===== src/rtl/sound_pkg.sv =====
// Shared types and constant tables for the Simon speaker scheduler:
// tone half-periods, jingle note ROMs and arbitration priority.
package sound_pkg;

    typedef logic [2:0] tone_t;

    // Half-periods in 50 MHz clock cycles; index 0 means silence and has no entry.
    localparam logic [16:0] TONE_HALF [1:7] = '{
        17'd60241, 17'd80645, 17'd99206, 17'd119617,
        17'd47801, 17'd37936, 17'd31888
    };

    typedef enum logic [1:0] {J_WIN, J_LOSE, J_HS} jingle_t;

    localparam int JINGLE_LEN = 4;

    localparam tone_t JINGLE_ROM [3][JINGLE_LEN] = '{
        '{3'd5, 3'd6, 3'd7, 3'd7},
        '{3'd4, 3'd3, 3'd2, 3'd1},
        '{3'd5, 3'd7, 3'd5, 3'd7}
    };

    typedef enum logic {S_IDLE, S_JINGLE} state_t;

    // Larger value wins: LOSE > WIN > HS.
    function automatic logic [1:0] jingle_prio(jingle_t j);
        case (j)
            J_LOSE:  return 2'd2;
            J_WIN:   return 2'd1;
            default: return 2'd0;
        endcase
    endfunction

endpackage


===== src/rtl/sound_sched_tone_gen.sv =====
// Square-wave generator: half-period lookup plus phase counter that
// restarts from a low level whenever the selected tone changes.
module tone_gen
    import sound_pkg::*;
#(
    parameter int TONE_DIV_SHIFT = 0
) (
    input  logic  clk,
    input  logic  rst,
    input  tone_t tone,
    input  logic  restart,
    output logic  spk
);

    logic [16:0] phase_cnt;
    logic [16:0] half_p;

    // Scaled half-period, clamped so a heavy sim speed-up never yields zero.
    function automatic logic [16:0] sat_half(tone_t t);
        logic [16:0] scaled;
        if (t == 3'd0) return 17'd1;
        scaled = TONE_HALF[t] >> TONE_DIV_SHIFT;
        return (scaled == 17'd0) ? 17'd1 : scaled;
    endfunction

    always_comb half_p = sat_half(tone);

    always_ff @(posedge clk or posedge rst) begin
        if (rst) begin
            phase_cnt <= '0;
            spk       <= 1'b0;
        end else if (restart || tone == 3'd0) begin
            phase_cnt <= '0;
            spk       <= 1'b0;
        end else if (phase_cnt == half_p - 17'd1) begin
            phase_cnt <= '0;
            spk       <= ~spk;
        end else begin
            phase_cnt <= phase_cnt + 17'd1;
        end
    end

endmodule


===== src/rtl/sound_sched.sv =====
// Speaker scheduler: fixed-priority arbitration between lamp echo and three
// jingles, note sequencing, and the output mute gate.
module sound_sched
    import sound_pkg::*;
#(
    parameter int NOTE_CYCLES    = 5_000_000,
    parameter int TONE_DIV_SHIFT = 0
) (
    input  logic       CLK,
    input  logic       RST,
    input  logic [1:0] LAMP,
    input  logic       LAMP_ENA,
    input  logic       WIN_REQ,
    input  logic       LOSE_REQ,
    input  logic       HS_REQ,
    input  logic       MUTE,
    output logic       SPK,
    output logic [2:0] TONE,
    output logic       BUSY,
    output logic       DONE
);

    localparam int TMR_W = (NOTE_CYCLES > 1) ? $clog2(NOTE_CYCLES) : 1;
    localparam logic [TMR_W-1:0] TMR_LAST = TMR_W'(NOTE_CYCLES - 1);

    state_t           state, state_nxt;
    jingle_t          jin, jin_nxt;
    logic [1:0]       note_idx, note_idx_nxt;
    logic [TMR_W-1:0] note_tmr, note_tmr_nxt;
    tone_t            tone_nxt;
    logic             done_nxt;
    logic             req_any;
    jingle_t          req_sel;
    logic             req_vld_p0;
    jingle_t          req_jin_p0;
    logic             start;
    logic             spk_raw;

    always_comb begin
        req_any = WIN_REQ | LOSE_REQ | HS_REQ;
        if (LOSE_REQ)     req_sel = J_LOSE;
        else if (WIN_REQ) req_sel = J_WIN;
        else              req_sel = J_HS;
    end

    // Stage p0: winning request of this cycle, acted on at the next edge
    always_ff @(posedge CLK or posedge RST) begin
        if (RST) begin
            state      <= S_IDLE;
            jin        <= J_WIN;
            note_idx   <= '0;
            note_tmr   <= '0;
            TONE       <= '0;
            DONE       <= 1'b0;
            req_vld_p0 <= 1'b0;
            req_jin_p0 <= J_WIN;
        end else begin
            state      <= state_nxt;
            jin        <= jin_nxt;
            note_idx   <= note_idx_nxt;
            note_tmr   <= note_tmr_nxt;
            TONE       <= tone_nxt;
            DONE       <= done_nxt;
            req_vld_p0 <= req_any;
            req_jin_p0 <= req_sel;
        end
    end

    // Equal priority restarts the running jingle; lower priority is dropped.
    always_comb begin
        start = req_vld_p0 &&
                (state == S_IDLE || jingle_prio(req_jin_p0) >= jingle_prio(jin));
        state_nxt    = state;
        jin_nxt      = jin;
        note_idx_nxt = note_idx;
        note_tmr_nxt = note_tmr;
        done_nxt     = 1'b0;
        if (start) begin
            state_nxt    = S_JINGLE;
            jin_nxt      = req_jin_p0;
            note_idx_nxt = '0;
            note_tmr_nxt = '0;
        end else if (state == S_JINGLE) begin
            if (note_tmr == TMR_LAST) begin
                note_tmr_nxt = '0;
                if (note_idx == 2'(JINGLE_LEN - 1)) begin
                    state_nxt    = S_IDLE;
                    note_idx_nxt = '0;
                    done_nxt     = 1'b1;
                end else begin
                    note_idx_nxt = note_idx + 2'd1;
                end
            end else begin
                note_tmr_nxt = note_tmr + TMR_W'(1);
            end
        end
        if (state_nxt == S_JINGLE)
            tone_nxt = JINGLE_ROM[jin_nxt][note_idx_nxt];
        else
            tone_nxt = LAMP_ENA ? ({1'b0, LAMP} + 3'd1) : 3'd0;
    end

    always_comb begin
        BUSY = (state == S_JINGLE);
        SPK  = spk_raw & ~MUTE;
    end

    tone_gen #(
        .TONE_DIV_SHIFT(TONE_DIV_SHIFT)
    ) u_tone_gen (
        .clk     (CLK),
        .rst     (RST),
        .tone    (TONE),
        .restart (tone_nxt != TONE),
        .spk     (spk_raw)
    );

endmodule


===== config.mk =====
export PLATFORM = sky130hd
export DESIGN_NAME = sound_sched
export DESIGN_NICKNAME = d
export VERILOG_FILES = /design/src/rtl/sound_pkg.sv /design/src/rtl/sound_sched_tone_gen.sv /design/src/rtl/sound_sched.sv
export SDC_FILE = /design/constraint.sdc
export NUM_CORES = 1
export LEC_CHECK = 0
export CAP_MARGIN = 10
export CORE_MARGIN = 3
export CORE_UTILIZATION = 60
export CTS_BUF_LIST = sky130_fd_sc_hd__clkbuf_4 sky130_fd_sc_hd__clkbuf_8
export CTS_CLUSTER_SIZE = 8
export DETAILED_ROUTE_END_ITERATION = 8
export GPL_ROUTABILITY_DRIVEN = 0
export PLACE_DENSITY = 0.84
export RECOVER_POWER = 100
export SLEW_MARGIN = 20
export SYNTH_ARGS = -nofsm -noshare
export SYNTH_HDL_FRONTEND = slang
export SYNTH_SLANG_ARGS = --single-unit

===== constraint.sdc =====
create_clock -name CLK -period 4.7 [get_ports CLK]
set_input_delay 0.94 -clock CLK [delete_from_list [all_inputs] [get_ports CLK]]
set_output_delay 0.94 -clock CLK [all_outputs]
set_load 0.03 [all_outputs]

* After elaboration in Yosys (flattened, before gate mapping)
Memory sizes are Yosys's and may differ from the RTL's.
Index checks and enable logic that the tools add are counted.
** Cells by class
- $add $sub $neg :: 5
- Order comparisons :: 4
- Equality and inequality tests :: 6
- Mux-type cells :: 38
- Bitwise logic cells :: 9
- Reduce and logical (&&, ||, !) cells :: 9
** Operators with widths (count)
- $mux W17 :: 7
- $mux W23 :: 3
- $bmux W12 S2 :: 1
- $mux W12 :: 2
- $add A23 B1 Y23 const B :: 1
- $eq A23 B23 Y1 const B :: 1
- $add A17 B1 Y17 const B :: 1
- $eq A17 B17 Y1 :: 1
- $logic_not A17 Y1 :: 1
- $sub A17 B1 Y17 const B :: 1
- $mux W2 :: 7
- $mux W3 :: 4
- $mux W1 :: 11
- $pmux W2 S2 :: 2
- $bmux W3 S2 :: 1
- $ge A3 B3 Y1 const B :: 2
- $not A2 Y3 :: 2
- $eq A2 B1 Y1 const B :: 2
- $ge A4 B4 Y1 const B :: 1
- $logic_not A2 Y1 :: 2
- $not A3 Y4 :: 1
- $reduce_bool A2 Y1 :: 2
- $add A2 B1 Y3 const B :: 1
- $logic_not A3 Y1 :: 1
- 9 further kinds :: 13
** Word-level totals
- Flip-flop bits (word level) :: 53
- Bits in read-only memories :: 136
- Bits of input ports :: 9
- Output and inout bits :: 6
- Logic and storage cells :: 82
- Memories kept :: 1
** Memory list
- (no name shown) :: depth 8, bits a word 17, read ports 1, clocked after Yosys merged registers in 0, wr ports 0, line sound_sched_tone_gen.sv:22 : scaled = TONE_HALF[t] >> TONE_DIV_SHIFT;

* Longest topological paths before layout
- Word-level depth :: 17
- Mapped depth :: 16
- Gate-level depth less buffers :: 13

* Cells and area by module
Synthesis repeated with hierarchy kept, for this count alone.
** Unflattened totals
- Cells, all modules :: 393
- Area total of the unflattened synthesis :: 3724.8 um^2
** Modules (own cells, without submodules)
- sound_sched :: instances 1, cells each 210, area an instance 2043.2 um^2, sequential area each 875.8 um^2
- tone_gen :: instances 1, cells each 183, area an instance 1681.6 um^2, sequential area each 450.4 um^2

* Worst setup path after synthesis
Ideal clock, no wire load.
- Path type :: register to register
- Start point :: register TONE[0]
- End point :: register u_tone_gen.spk
- Library setup time :: 0.096 ns
- Data arrival time :: 3.717 ns
- Data required time :: 4.604 ns
- Setup slack :: 0.888 ns
- Cell stages (with the launch flop) :: 16
- Buffers on the path :: 3
- Clock period less this slack :: 3.812 ns
- Cell sequence :: dfrtp_1 -> buf_4 -> inv_2 -> ha_1 -> or3b_1 -> clkbuf_1 -> nand2_1 -> ha_1 -> buf_4 -> a21boi_1 -> nor2_1 -> or4_1 -> a2111o_1 -> nand4b_2 -> xor2_1 -> nor4_2
** On the way
- Word-level cells in the longest chain between the ends :: 10
- Elaborated cells between the ends (all ways) :: 15
- Classes of those cells :: add/sub: 1; eq/ne: 2; mux: 6; bitwise: 1; reduce/logical: 4; memory: 1
** Ends and longest elaborated chain
- start, declared :: line sound_sched.sv:18 : output logic [2:0] TONE,
- start signal, assigned :: line sound_sched.sv:62 : TONE <= tone_nxt;
- $not A3 Y4 (not written as such) :: line sound_sched_tone_gen.sv:22
- $mem_v2 Z8 W17
- $mux W17 (not written as such) (2 in series) :: line sound_sched_tone_gen.sv:22
- $logic_not A17 Y1 :: line sound_sched_tone_gen.sv:23 : return (scaled == 17'd0) ? 17'd1 : scaled;
- $mux W17 :: line sound_sched_tone_gen.sv:23
- $mux W17 :: line sound_sched_tone_gen.sv:22
- $sub A17 B1 Y17 :: line sound_sched_tone_gen.sv:35 : end else if (phase_cnt == half_p - 17'd1) begin
- $eq A17 B17 Y1 :: line sound_sched_tone_gen.sv:35
- $reduce_bool A2 Y1 (no source line)
- end signal, assigned :: line sound_sched_tone_gen.sv:37 : spk <= ~spk;
- end, declared :: line sound_sched_tone_gen.sv:12 : output logic spk
Several ways; a longest one is shown, not always the timed one. The select of a mux whose other input is x is not followed.
A chain may end at the register's enable or synchronous reset.

* Final worst setup path
- Start point :: register TONE[1]
- End point :: register u_tone_gen.spk
The elaborated chain is that of the path after synthesis.

==> reports/metrics.cfg <==
[sta]
fin_hold_ws_ns = 0.512
hold_violations = 0
min_period_over_period = 0.878
maxSlewViolCount = 54
tns_ns = 0
period_needed_ns = 4.13
rsz0062_at_grt = false
finClkSkew_ns = 0.0157
finalSetupViolCount = 0
max_slew_margin = -0.930
fmax_ghz = 0.242
worst_pin_slew_ns = 2.90

[logic_synthesis]
synth_cells = 432
synth_edf_count = 0
synth_area_per_cell_um2 = 8.98
yosysSeqAreaShare = 0.342
synthTopCellsByArea = dfrtp_1 34%, nand2_1 5.0%, ha_1 4.8%, xnor2_1 4.3%, xor2_1 3.6%
ys_types = 70
syn-cell-area_um2 = 3880
synth_top_family_by_area = simple AND/OR/NAND/NOR gates
synth_simple_gate_area_share = 0.319
netlist.top_cell.by_area = dfrtp_1
ys.flop_type = dfrtp_1
synth_compound_area_frac = 0.140
synth_mux_area_frac = 0.0248
synthAdderAreaFrac = 0.0484
ys_ff_latch = 53
ys_warn_count = 0
synth_top_area_share = 0.342
synth-xor-area-share = 0.0791
synth_fp_nets = 456
ys_async_sr_fraction = 1.00

[worst_setup_path]
crit_type = reg2reg
cp-end-kind = flop
worstSetupStartpointType = flop
reg2reg_depth = 13
r2r_setup_slack_ns = 0.57
r2r-end = u_tone_gen.spk
cp_data_required_time_ns = 4.92
crit_fanout = 18
arrival_ns = 4.34
r2r-start = TONE[1]

[layout]
multi_input_area_um2 = 2310
diodes = 0
seqCellArea_um2 = 1330
drive_gt1_frac = 0.0776
mostFrequentLayoutCells = 53 x dfrtp_1, 52 x nand2_1, 30 x nor2_1, 25 x o21ai_0, 21 x nand3_1
fillCellCount = 501
fin_nets = 461
syn2layout_area_growth_pct = 5.32
final_common_cell = dfrtp_1

[power_and_ir_drop]
combPwrFrac = 0.448
internal_power_uw = 914
p_total_mw = 1.57
p_leak_nw = 1.74
max-vdd-ir-drop_v = 0.000442
swShare = 0.419
clockPowerShare = 0.217
p_switching_uw = 658
pwr-share-seq = 0.335
power.density_nw_per_um2 = 385

[grt]
grt_pass1_vias = 2995
grtUsageTotal = 0.234
grt_pass1_wl_um = 14100
grt_max_degree = 54
grt_antenna_before_repair = 0
grt.overflow.total = 0

[detailed_routing]
routed_via_density = 6.47
ant_nets = 0
route.met3.wl_um = 417
wl_per_cell_um = 16.4
dr_total_vias = 3321
wl_um = 8400
dr.pass1.iters = 6
initialDrtViolationCount = 210
top_layer = met4
drc = 0
drt-met1-wl_um = 3960
dr_wl_met2_um = 3920

[floorplanning]
io_pins = 15
dieArea_um2 = 7460
start_util = 0.636
die_h_um = 86.4
die_w_um = 86.4
rows = 28
coreArea_um2 = 6100

[clock_tree]
cts_root_buf = clkbuf_8
cts_setup_buffers = 0
cts_tree = yes
cts_made_buffers = 5
cts_resized = 0
htree_levels = 2
clock-sinks = 53
clk_latency_ns = 0.32
clkTransAtPathRegs_ns = 0.11
cts_max_path_buffers = 2
hold_buffers = 0

[outcome]
violations = max-capacitance violations, max-slew violations
outcome = complete, but fails checks

[placed_design]
io_buffer_count = 14
hpwl_um = 5800

[min_path]
hold_depth = 1
worstHoldEndpoint = note_tmr[21]
min_from = note_tmr[21]
hp-class = reg2reg

[run]
maxCapViolations = 1

[how the worst max path moves through the flow]
stage,startpoint,endpoint,cells past startpoint
floorplan,TONE[0],u_tone_gen.spk,15
global placement,TONE[0],u_tone_gen.spk,13
detailed placement,TONE[1],u_tone_gen.spk,13
CTS,TONE[1],u_tone_gen.spk,13
global route,TONE[1],u_tone_gen.spk,13
finish,TONE[1],u_tone_gen.spk,13
[synthesized netlist by cell type, drive strengths merged (7+ instances only)]
master   n
nand2   52
clkbuf   7
inv     14
or3      7
xor2    16
buf     14
xnor2   19
nand3   22
a21oi   12
o21ai   26
nor2    30
dfrtp   53
nor4    19
nand4    9
nor2b    7
nand2b   9
ha      15
and3    20
[power by group through the flow]
stage / Sequential (mW) / Combinational [mW] / Clock [mW]
4_1_cts: 0.526 / 0.724 / 0.347
3_3_place_gp: 0.534 / 0.696 / 0
6_report: 0.527 / 0.704 / 0.341
2_1_floorplan: 0.547 / 0.581 / 0
5_1_grt: 0.532 / 0.780 / 0.361
3_5_place_dp: 0.535 / 0.718 / 0
[through the flow]
stage | cell area (um2) | util | setup WS (ns) | instances
after global routing | 4080 | 0.670 | 0.235 | 513
final | 4080 | 0.670 | 0.571 | 513
after detailed placement | 4020 | 0.660 | 0.697 | 505
after CTS | 4150 | 0.680 | 0.647 | 513
after floorplan | 3880 | - | 0.888 | 432
after global placement | 4020 | 0.660 | 0.886 | 505
[cell type report]
class	count	area share
Sequential cell	53	0.325
Clock buffer	6	0.0202
Multi-Input combinational cell	344	0.566
Inverter	14	0.0135
Timing Repair Buffer	19	0.0426
Clock inverter	2	0.0101
Tap cell	75	0.0230
[sequential cells by signal (all words and copies together) (netlist names)]
signal	flops
note_tmr	23
u_tone_gen.phase_cnt	17
TONE	3
jin	2
note_idx	2
req_jin_p0	2
BUSY	1
DONE	1
req_vld_p0	1
u_tone_gen.spk	1
[logic make-up (layout without fill, tap and decap cells)]
kind of cell | count (synthesis) | after routing
compound gates | 78 | 78
xor+xnor | 35 | 35
fa+ha+maj | 15 | 15
flops | 53 | 53
buf+inv | 35 | 41
simple gates | 208 | 208
mux | 8 | 8
[routing by layer]
| layer | up-vias | global-route usage |
|---|---|---|
| met5 | - | 0 |
| met4 | 0 | 0.0666 |
| met3 | 12 | 0.0323 |
| met2 | 111 | 0.360 |
| met1 | 1615 | 0.345 |
| li1 | 1583 | - |
[critical path, cell delays in order (launching register included)]
cell	delay (ns)
dfrtp_1	0.36
inv_1	0.10
ha_1	0.19
buf_4	0.19
or3b_1	0.43
nand2_1	0.09
ha_1	0.35
a21boi_0	0.28
nor2_1	0.10
or4_1	0.48
a2111o_1	0.41
nand4b_2	0.50
xor2_1	0.30
nor4_2	0.22
Note: power is estimated with default switching activity, not from simulation.
